**src/rtl/seq_booth_mul.sv**
```systemverilog
// rtl/seq_booth_mul.sv - iterative signed radix-4 Booth multiplier, one digit per clock
module seq_booth_mul #(
    parameter int WIDTH       = 8,
    parameter int APPROX_BITS = 4
) (
    input  logic                 clk,
    input  logic                 rst,
    input  logic                 start,
    input  logic [WIDTH-1:0]     a,
    input  logic [WIDTH-1:0]     b,
    input  logic                 approx_en,
    output logic                 busy,
    output logic                 done,
    output logic [2*WIDTH-1:0]   p
);

    localparam int PW   = 2 * WIDTH;
    localparam int NDIG = WIDTH / 2;
    localparam int CW   = $clog2(NDIG + 1);
    localparam logic [CW-1:0] LAST = CW'(NDIG - 1);

    function automatic logic [PW-1:0] low_mask();
        logic [PW-1:0] m;
        for (int k = 0; k < PW; k++) begin
            m[k] = (k < APPROX_BITS);
        end
        return m;
    endfunction

    localparam logic [PW-1:0] LOW_MASK = low_mask();

    typedef enum logic [1:0] {IDLE, RUN, DONE} state_t;

    state_t          state_q, state_d;
    logic [PW-1:0]   mcand_q, mcand_d;
    logic [WIDTH-1:0] mplier_q, mplier_d;
    logic            prev_q, prev_d;
    logic            approx_q, approx_d;
    logic [PW-1:0]   acc_q, acc_d;
    logic [CW-1:0]   cnt_q, cnt_d;
    logic [PW-1:0]   p_q, p_d;
    logic            busy_q, busy_d;
    logic            done_q, done_d;

    logic            dig_zero, dig_dbl, dig_neg;
    logic [PW-1:0]   mag, pp, pp_m;

    always_ff @(posedge clk or posedge rst) begin
        if (rst) begin
            state_q  <= IDLE;
            mcand_q  <= '0;
            mplier_q <= '0;
            prev_q   <= 1'b0;
            approx_q <= 1'b0;
            acc_q    <= '0;
            cnt_q    <= '0;
            p_q      <= '0;
            busy_q   <= 1'b0;
            done_q   <= 1'b0;
        end else begin
            state_q  <= state_d;
            mcand_q  <= mcand_d;
            mplier_q <= mplier_d;
            prev_q   <= prev_d;
            approx_q <= approx_d;
            acc_q    <= acc_d;
            cnt_q    <= cnt_d;
            p_q      <= p_d;
            busy_q   <= busy_d;
            done_q   <= done_d;
        end
    end

    // Current Booth digit from the low multiplier pair plus the bit shifted out last.
    always_comb begin
        dig_zero = 1'b0;
        dig_dbl  = 1'b0;
        dig_neg  = 1'b0;
        case ({mplier_q[1:0], prev_q})
            3'b000, 3'b111: dig_zero = 1'b1;
            3'b011:         dig_dbl  = 1'b1;
            3'b100: begin
                dig_dbl = 1'b1;
                dig_neg = 1'b1;
            end
            3'b101, 3'b110: dig_neg  = 1'b1;
            default:        dig_zero = 1'b0;
        endcase
        mag  = dig_dbl ? {mcand_q[PW-2:0], 1'b0} : mcand_q;
        pp   = dig_zero ? '0 : (dig_neg ? (~mag + PW'(1)) : mag);
        pp_m = approx_q ? (pp & ~LOW_MASK) : pp;
    end

    always_comb begin
        state_d  = state_q;
        mcand_d  = mcand_q;
        mplier_d = mplier_q;
        prev_d   = prev_q;
        approx_d = approx_q;
        acc_d    = acc_q;
        cnt_d    = cnt_q;
        p_d      = p_q;
        case (state_q)
            IDLE, DONE: begin
                // The DONE cycle also accepts start so ops can issue every NDIG+1 cycles.
                state_d = IDLE;
                if (start) begin
                    mcand_d  = {{WIDTH{a[WIDTH-1]}}, a};
                    mplier_d = b;
                    prev_d   = 1'b0;
                    approx_d = approx_en;
                    acc_d    = '0;
                    cnt_d    = '0;
                    state_d  = RUN;
                end
            end
            RUN: begin
                acc_d    = acc_q + pp_m;
                mcand_d  = {mcand_q[PW-3:0], 2'b00};
                mplier_d = mplier_q >> 2;
                prev_d   = mplier_q[1];
                cnt_d    = cnt_q + CW'(1);
                if (cnt_q == LAST) begin
                    p_d     = acc_q + pp_m;
                    state_d = DONE;
                end
            end
            default: state_d = IDLE;
        endcase
        busy_d = (state_d != IDLE);
        done_d = (state_d == DONE);
    end

    assign busy = busy_q;
    assign done = done_q;
    assign p    = p_q;

endmodule

```
**config.mk**
```make
export PLATFORM = sky130hd
export DESIGN_NAME = seq_booth_mul
export DESIGN_NICKNAME = d
export VERILOG_FILES = /design/src/rtl/seq_booth_mul.sv
export SDC_FILE = /design/constraint.sdc
export NUM_CORES = 1
export LEC_CHECK = 0
export BUFFER_PORTS_ARGS = -buffer_cell sky130_fd_sc_hd__buf_2
export CAP_MARGIN = 20
export CORE_AREA = 2 2 93 95
export CTS_BUF_LIST = sky130_fd_sc_hd__clkbuf_2
export DETAILED_ROUTE_END_ITERATION = 7
export DIE_AREA = 0 0 95 97
export PLACE_DENSITY = 0.69
export SLEW_MARGIN = 20
export SYNTH_ARGS = -nofsm -noshare
export SYNTH_HDL_FRONTEND = slang
export SYNTH_SLANG_ARGS = --single-unit
```
**constraint.sdc**
```tcl
create_clock -name clk -period 7.5 [get_ports clk]
set_input_delay 1.5 -clock clk [delete_from_list [all_inputs] [get_ports clk]]
set_output_delay 1.5 -clock clk [all_outputs]
set_load 0.05 [all_outputs]
```
==> results of run 1 <==
==> cell type report <==
type	count	area (sq um)	share of cell area
multi-input combinational	371	2350	0.521
sequential	65	1630	0.361
timing repair buffer	41	215	0.0478
tap	105	131	0.0292
clock inverter	6	83.8	0.0186
inverter	14	52.6	0.0117
clock buffer	9	45.0	0.0100
==> synth_stat cells (3+ instances only) <==
| library cell | count | share of area |
|---|---|---|
| xor2_1 | 14 | 0.030 |
| clkbuf_1 | 25 | 0.023 |
| o21ai_0 | 53 | 0.064 |
| nand2b_1 | 7 | 0.011 |
| a22o_1 | 9 | 0.019 |
| a211oi_1 | 3 | 0.0054 |
| a221o_1 | 7 | 0.017 |
| o211ai_1 | 3 | 0.0054 |
| o22ai_1 | 7 | 0.011 |
| nand2_1 | 63 | 0.057 |
| nor3_1 | 8 | 0.0096 |
| a31oi_1 | 14 | 0.021 |
| inv_1 | 14 | 0.013 |
| xnor2_1 | 8 | 0.017 |
| a21o_1 | 5 | 0.0090 |
| mux2i_1 | 6 | 0.014 |
| o21bai_1 | 5 | 0.0090 |
| nand3_1 | 9 | 0.011 |
| o32a_1 | 10 | 0.024 |
| dfrtp_1 | 65 | 0.39 |
| ha_1 | 18 | 0.054 |
| nor3b_1 | 7 | 0.013 |
| nor2_1 | 45 | 0.041 |
| mux2_2 | 7 | 0.019 |
| nor2b_1 | 5 | 0.0075 |
| a21oi_1 | 26 | 0.031 |
==> layer usage <==
| layer | share of wire | global-route usage | wire length (um) |
|---|---|---|---|
| met2 | 0.47 | 0.360 | 4850 |
| met5 | 0 | 0 | 0 |
| met1 | 0.47 | 0.354 | 4890 |
| met4 | 0.014 | 0.0792 | 148 |
| met3 | 0.046 | 0.0506 | 480 |
==> per-stage QoR <==
step	hold slack, ns	cell area, sq um
after global routing	0.522	4500
after floorplan	0.456	4160
after global placement	0.455	4370
final	0.495	4500
after detailed placement	0.465	4370
after CTS	0.503	4500
==> state kept, by name, indices dropped and copies added (netlist names), 2 cells and up <==
| register | flops |
|---|---|
| acc_q | 16 |
| cnt_q | 3 |
| mcand_q | 16 |
| mplier_q | 8 |
| p | 16 |
| state_q | 2 |
==> critical path: stages (launching register included) <==
cell      delay, ns
dfrtp_1        0.90
or3b_4         0.55
nand2_2        0.25
mux2i_1        0.30
ha_1           0.21
a21boi_1       0.32
nand3_1        0.17
nand2_1        0.13
xnor2_1        0.08
nor2b_1        0.14
a221o_1        0.28
ha_1           0.36
a21o_1         0.21
a211oi_1       0.29
a31oi_1        0.21
nor2_1         0.35
xnor3_1        0.37
mux2_2         0.26
==> path summary, 6_finish.rpt <==
kind | to | slack, ns | depth (start not counted) | start
hold / removal | p[3]$_DFFE_PP0P_ | 0.50 | 2 | p[3]$_DFFE_PP0P_
hold reg to reg | p[3]$_DFFE_PP0P_ | 0.50 | 2 | p[3]$_DFFE_PP0P_
min in group asynchronous | mplier_q[4]$_DFFE_PP0P_ | 1.19 | 3 | rst
setup reg to reg | p[15]$_DFFE_PP0P_ | 2.05 | 17 | mplier_q[1]$_DFFE_PP0P_
max in group asynchronous | acc_q[1]$_DFFE_PP0P_ | 5.76 | 3 | rst
setup / recovery | p[15]$_DFFE_PP0P_ | 2.05 | 17 | mplier_q[1]$_DFFE_PP0P_
==> logic make-up (layout without fill, tap and decap cells) <==
logic type | after synthesis | after routing | synth area share
simple gates | 161 | 161 | 0.178
xor+xnor | 23 | 23 | 0.0518
fa+ha+maj | 19 | 19 | 0.0590
flops | 65 | 65 | 0.391
mux | 13 | 13 | 0.0334
compound gates | 155 | 155 | 0.242
buf+inv | 45 | 70 | 0.0449
==> results.cfg, run 1 <==
[timing]
hold_violations = 0
finalSetupTns_ns = 0
grt_setup_unrepaired = no
worstMarginPinSlew_ns = 0.876
fin_worst_skew_ns = 0.0199
fmax_mhz = 184
final_max_slew_viol_count = 0
setup_violations = 0
min_period_ns = 5.45
relSlewSlack = 0.401
fin_ws_ns = 2.05
post-route-period-util = 0.726

[drt]
post_drt_wl_per_cell_um = 17.0
drc_errors = 0
first_iter_violations = 222
ant_nets = 0
dr_total_vias = 3648
totalWireLength_um = 10400
via_per_inst = 5.97
drtPass1Iterations = 6

[clock_network]
cts.sinks = 65
cts_made_buffers = 9
clock-root-buffer = clkbuf_2
cts.htree.levels = 3
ctsResizeCount = 0
clk_path_buf_depth = 2
holdBufCountCts = 0
cts_tree = done
clock_latency_ns = 0.51
post_cts_buffers = 0
clkTransAtPathRegs_ns = 0.19

[cells_and_area]
layout_commonest_cell = dfrtp_1
layout_common_cells = dfrtp_1 (65), nand2_1 (63), o21ai_0 (53)
num_antenna_cells = 0
n_fill_cell = 770
drive_gt1_frac = 0.140
final_util = 0.553
fin_cells = 611
nets = 541
syn2layout_area_growth_pct = 8.34

[yosys]
ys_types = 56
syn_area_per_cell_sq_um = 8.64
synth_edf_count = 0
ys_seq_elements = 65
synthArstFlopShare = 1.00
netlist_instances = 481
synth-main-ff-cell = dfrtp_1
ys_warn_count = 0
synth_fp_nets = 520
yosysSeqAreaShare = 0.391
syn-cell-area_sq_mm = 0.00416

[flow_run]
drv_cap = 0

[floorplanning]
rows = 33
start_util = 0.511
core_area_sq_mm = 0.00813
die_y_um = 97
die-area_sq_mm = 0.00922
die_w_um = 95
io-pin-count = 38

[global_route]
grt.total_usage = 0.243
grt_max_degree = 66
antenna_found_initial = 0
overflow = 0
grt_first_pass_wirelength_um = 17700
grt_pass1_vias = 3486

[setup_path]
start_kind = flip-flop
end_kind = flip-flop
arrival_ns = 5.87
cp.required_ns = 7.93
crit_fanout = 27
critPathKind = flip-flop to flip-flop

[placement]
place_congestion = 0.948
dp_hpwl_um = 7300
dp.cells = 596
port_buffers = 37
place_ws_ns = 2.22

[worst_hold_path]
hp-class = flip-flop to flip-flop

[status]
outcome = finished clean
Power of run 1 is not shown: default switching activity piles up to over one toggle a cycle in this logic, so the estimate is an artifact.
==> run 2: changes to the inputs <==
==> constraint.sdc (replaced) <==
create_clock -name clk -period 5.4 [get_ports clk]
set_input_delay 1.08 -clock clk [delete_from_list [all_inputs] [get_ports clk]]
set_output_delay 1.08 -clock clk [all_outputs]
set_load 0.05 [all_outputs]
==> run 2 against run 1 <==
  * Core utilization rose by 0.31 points
  * Worst setup slack got worse by 1.7 ns
  * Via count fell by 1.1%
  * Die area did not move
  * Clock-buffer cell count did not move
  * Highest routed layer unchanged
  * Critical path depth did not move
  * Critical path type unchanged
  * Final area rose by 0.56%
  * Register-to-register slack got worse by 1.7 ns
==> results.cfg, run 2 (synthesis results as in run 1) <==
[status]
outcome = finished clean

[cells_and_area]
nets = 546
multiInputGateArea_sq_mm = 0.00235
syn2layout_area_growth_pct = 8.94
n_fill_cell = 757
num_antenna_cells = 0
layout_common_cells = dfrtp_1 (65), nand2_1 (63), o21ai_0 (53)
layout_commonest_cell = dfrtp_1
layout.area.seq_sq_mm = 0.00163
drive_gt1_frac = 0.150

[timing]
relSlewSlack = 0.284
finalSetupTns_ns = 0
fin_ws_ns = 0.357
hold_violations = 0
final_max_slew_viol_count = 0
worstMarginPinSlew_ns = 1.05
setup_violations = 0
post-route-period-util = 0.934
fin_worst_skew_ns = 0.0233
min_period_ns = 5.04
grt_setup_unrepaired = no
fmax_mhz = 198

[drt]
first_iter_violations = 177
drtPass1Iterations = 5
totalWireLength_um = 10200
ant_nets = 0
via_per_inst = 5.85
post_drt_wl_per_cell_um = 16.5
drc_errors = 0
dr_total_vias = 3608

[floorplanning]
die-area_sq_mm = 0.00922
io-pin-count = 38
start_util = 0.511
core_area_sq_mm = 0.00813
die_y_um = 97
rows = 33
die_w_um = 95

[setup_path]
end_kind = flip-flop
arrival_ns = 5.45
start_kind = flip-flop
critPathKind = flip-flop to flip-flop
cp.required_ns = 5.80
crit_fanout = 15

[clock_network]
cts.htree.levels = 3
cts.sinks = 65
cts_tree = done
clkTransAtPathRegs_ns = 0.19
clock_latency_ns = 0.50
clk_path_buf_depth = 2
clock-root-buffer = clkbuf_2
holdBufCountCts = 0
ctsResizeCount = 0
cts_made_buffers = 9
post_cts_buffers = 0

[global_route]
grt_max_degree = 66
grt_first_pass_wirelength_um = 17500
grt_util_met3 = 0.0475
grt.total_usage = 0.240
met2_usage = 0.369
overflow = 0
grt.busiest_layer = met2
use_met1 = 0.341
antenna_found_initial = 0
grt_pass1_vias = 3641

[placement]
place_congestion = 0.916
port_buffers = 37
dp_hpwl_um = 7300
place_ws_ns = 0.523

[flow_run]
drv_cap = 0

[worst_hold_path]
hp-class = flip-flop to flip-flop
run 2: layout make-up:
type / count / area share
Clock buffer: 9 / 0.00995
Clock inverter: 7 / 0.0158
Inverter: 14 / 0.0116
Multi-Input combinational cell: 371 / 0.519
Sequential cell: 65 / 0.359
Tap cell: 105 / 0.0290
Timing Repair Buffer: 46 / 0.0558
run 2: stage by stage:
stage / utilization / cell area, sq um / cells / hold slack [ns]
finish: 0.557 / 4530 / 617 / 0.503
global route: 0.557 / 4530 / 617 / 0.537
CTS: 0.556 / 4520 / 617 / 0.511
detailed placement: 0.542 / 4410 / 601 / 0.467
global placement: 0.542 / 4410 / 601 / 0.457
floorplan: - / 4160 / 481 / 0.456
run 2: critical path: stages (launching register included):
cell and delay [ns]:
dfrtp_1 0.56, or3b_4 0.52, nand2_2 0.24, mux2i_1 0.29, ha_1 0.21, a21boi_1 0.30, nand3_1 0.18, nand2_1 0.14
xnor2_1 0.07, nor2b_1 0.14, a221o_1 0.27, ha_1 0.35, a21o_1 0.21, a211oi_1 0.30, a31oi_1 0.21, nor2_1 0.34
xnor3_1 0.37, mux2_2 0.26
run 2: path summary, 6_finish.rpt:
kind / startpoint / endpoint / slack (ns) / cells after the start
max: prev_q$_DFFE_PP0P_ / p[15]$_DFFE_PP0P_ / 0.36 / 17
min: p[14]$_DFFE_PP0P_ / p[14]$_DFFE_PP0P_ / 0.50 / 2
max reg2reg: prev_q$_DFFE_PP0P_ / p[15]$_DFFE_PP0P_ / 0.36 / 17
min reg2reg: p[14]$_DFFE_PP0P_ / p[14]$_DFFE_PP0P_ / 0.50 / 2
max in group asynchronous: rst / acc_q[9]$_DFFE_PP0P_ / 4.08 / 3
min in group asynchronous: rst / busy$_DFF_PP0_ / 0.76 / 3
run 2: metal layers:
layer	wire, um	vias up
li1	-	1787
met3	393	8
met2	4870	73
met4	93	0
met5	0	-
met1	4820	1740
Power of run 2 is left out for the same reason.
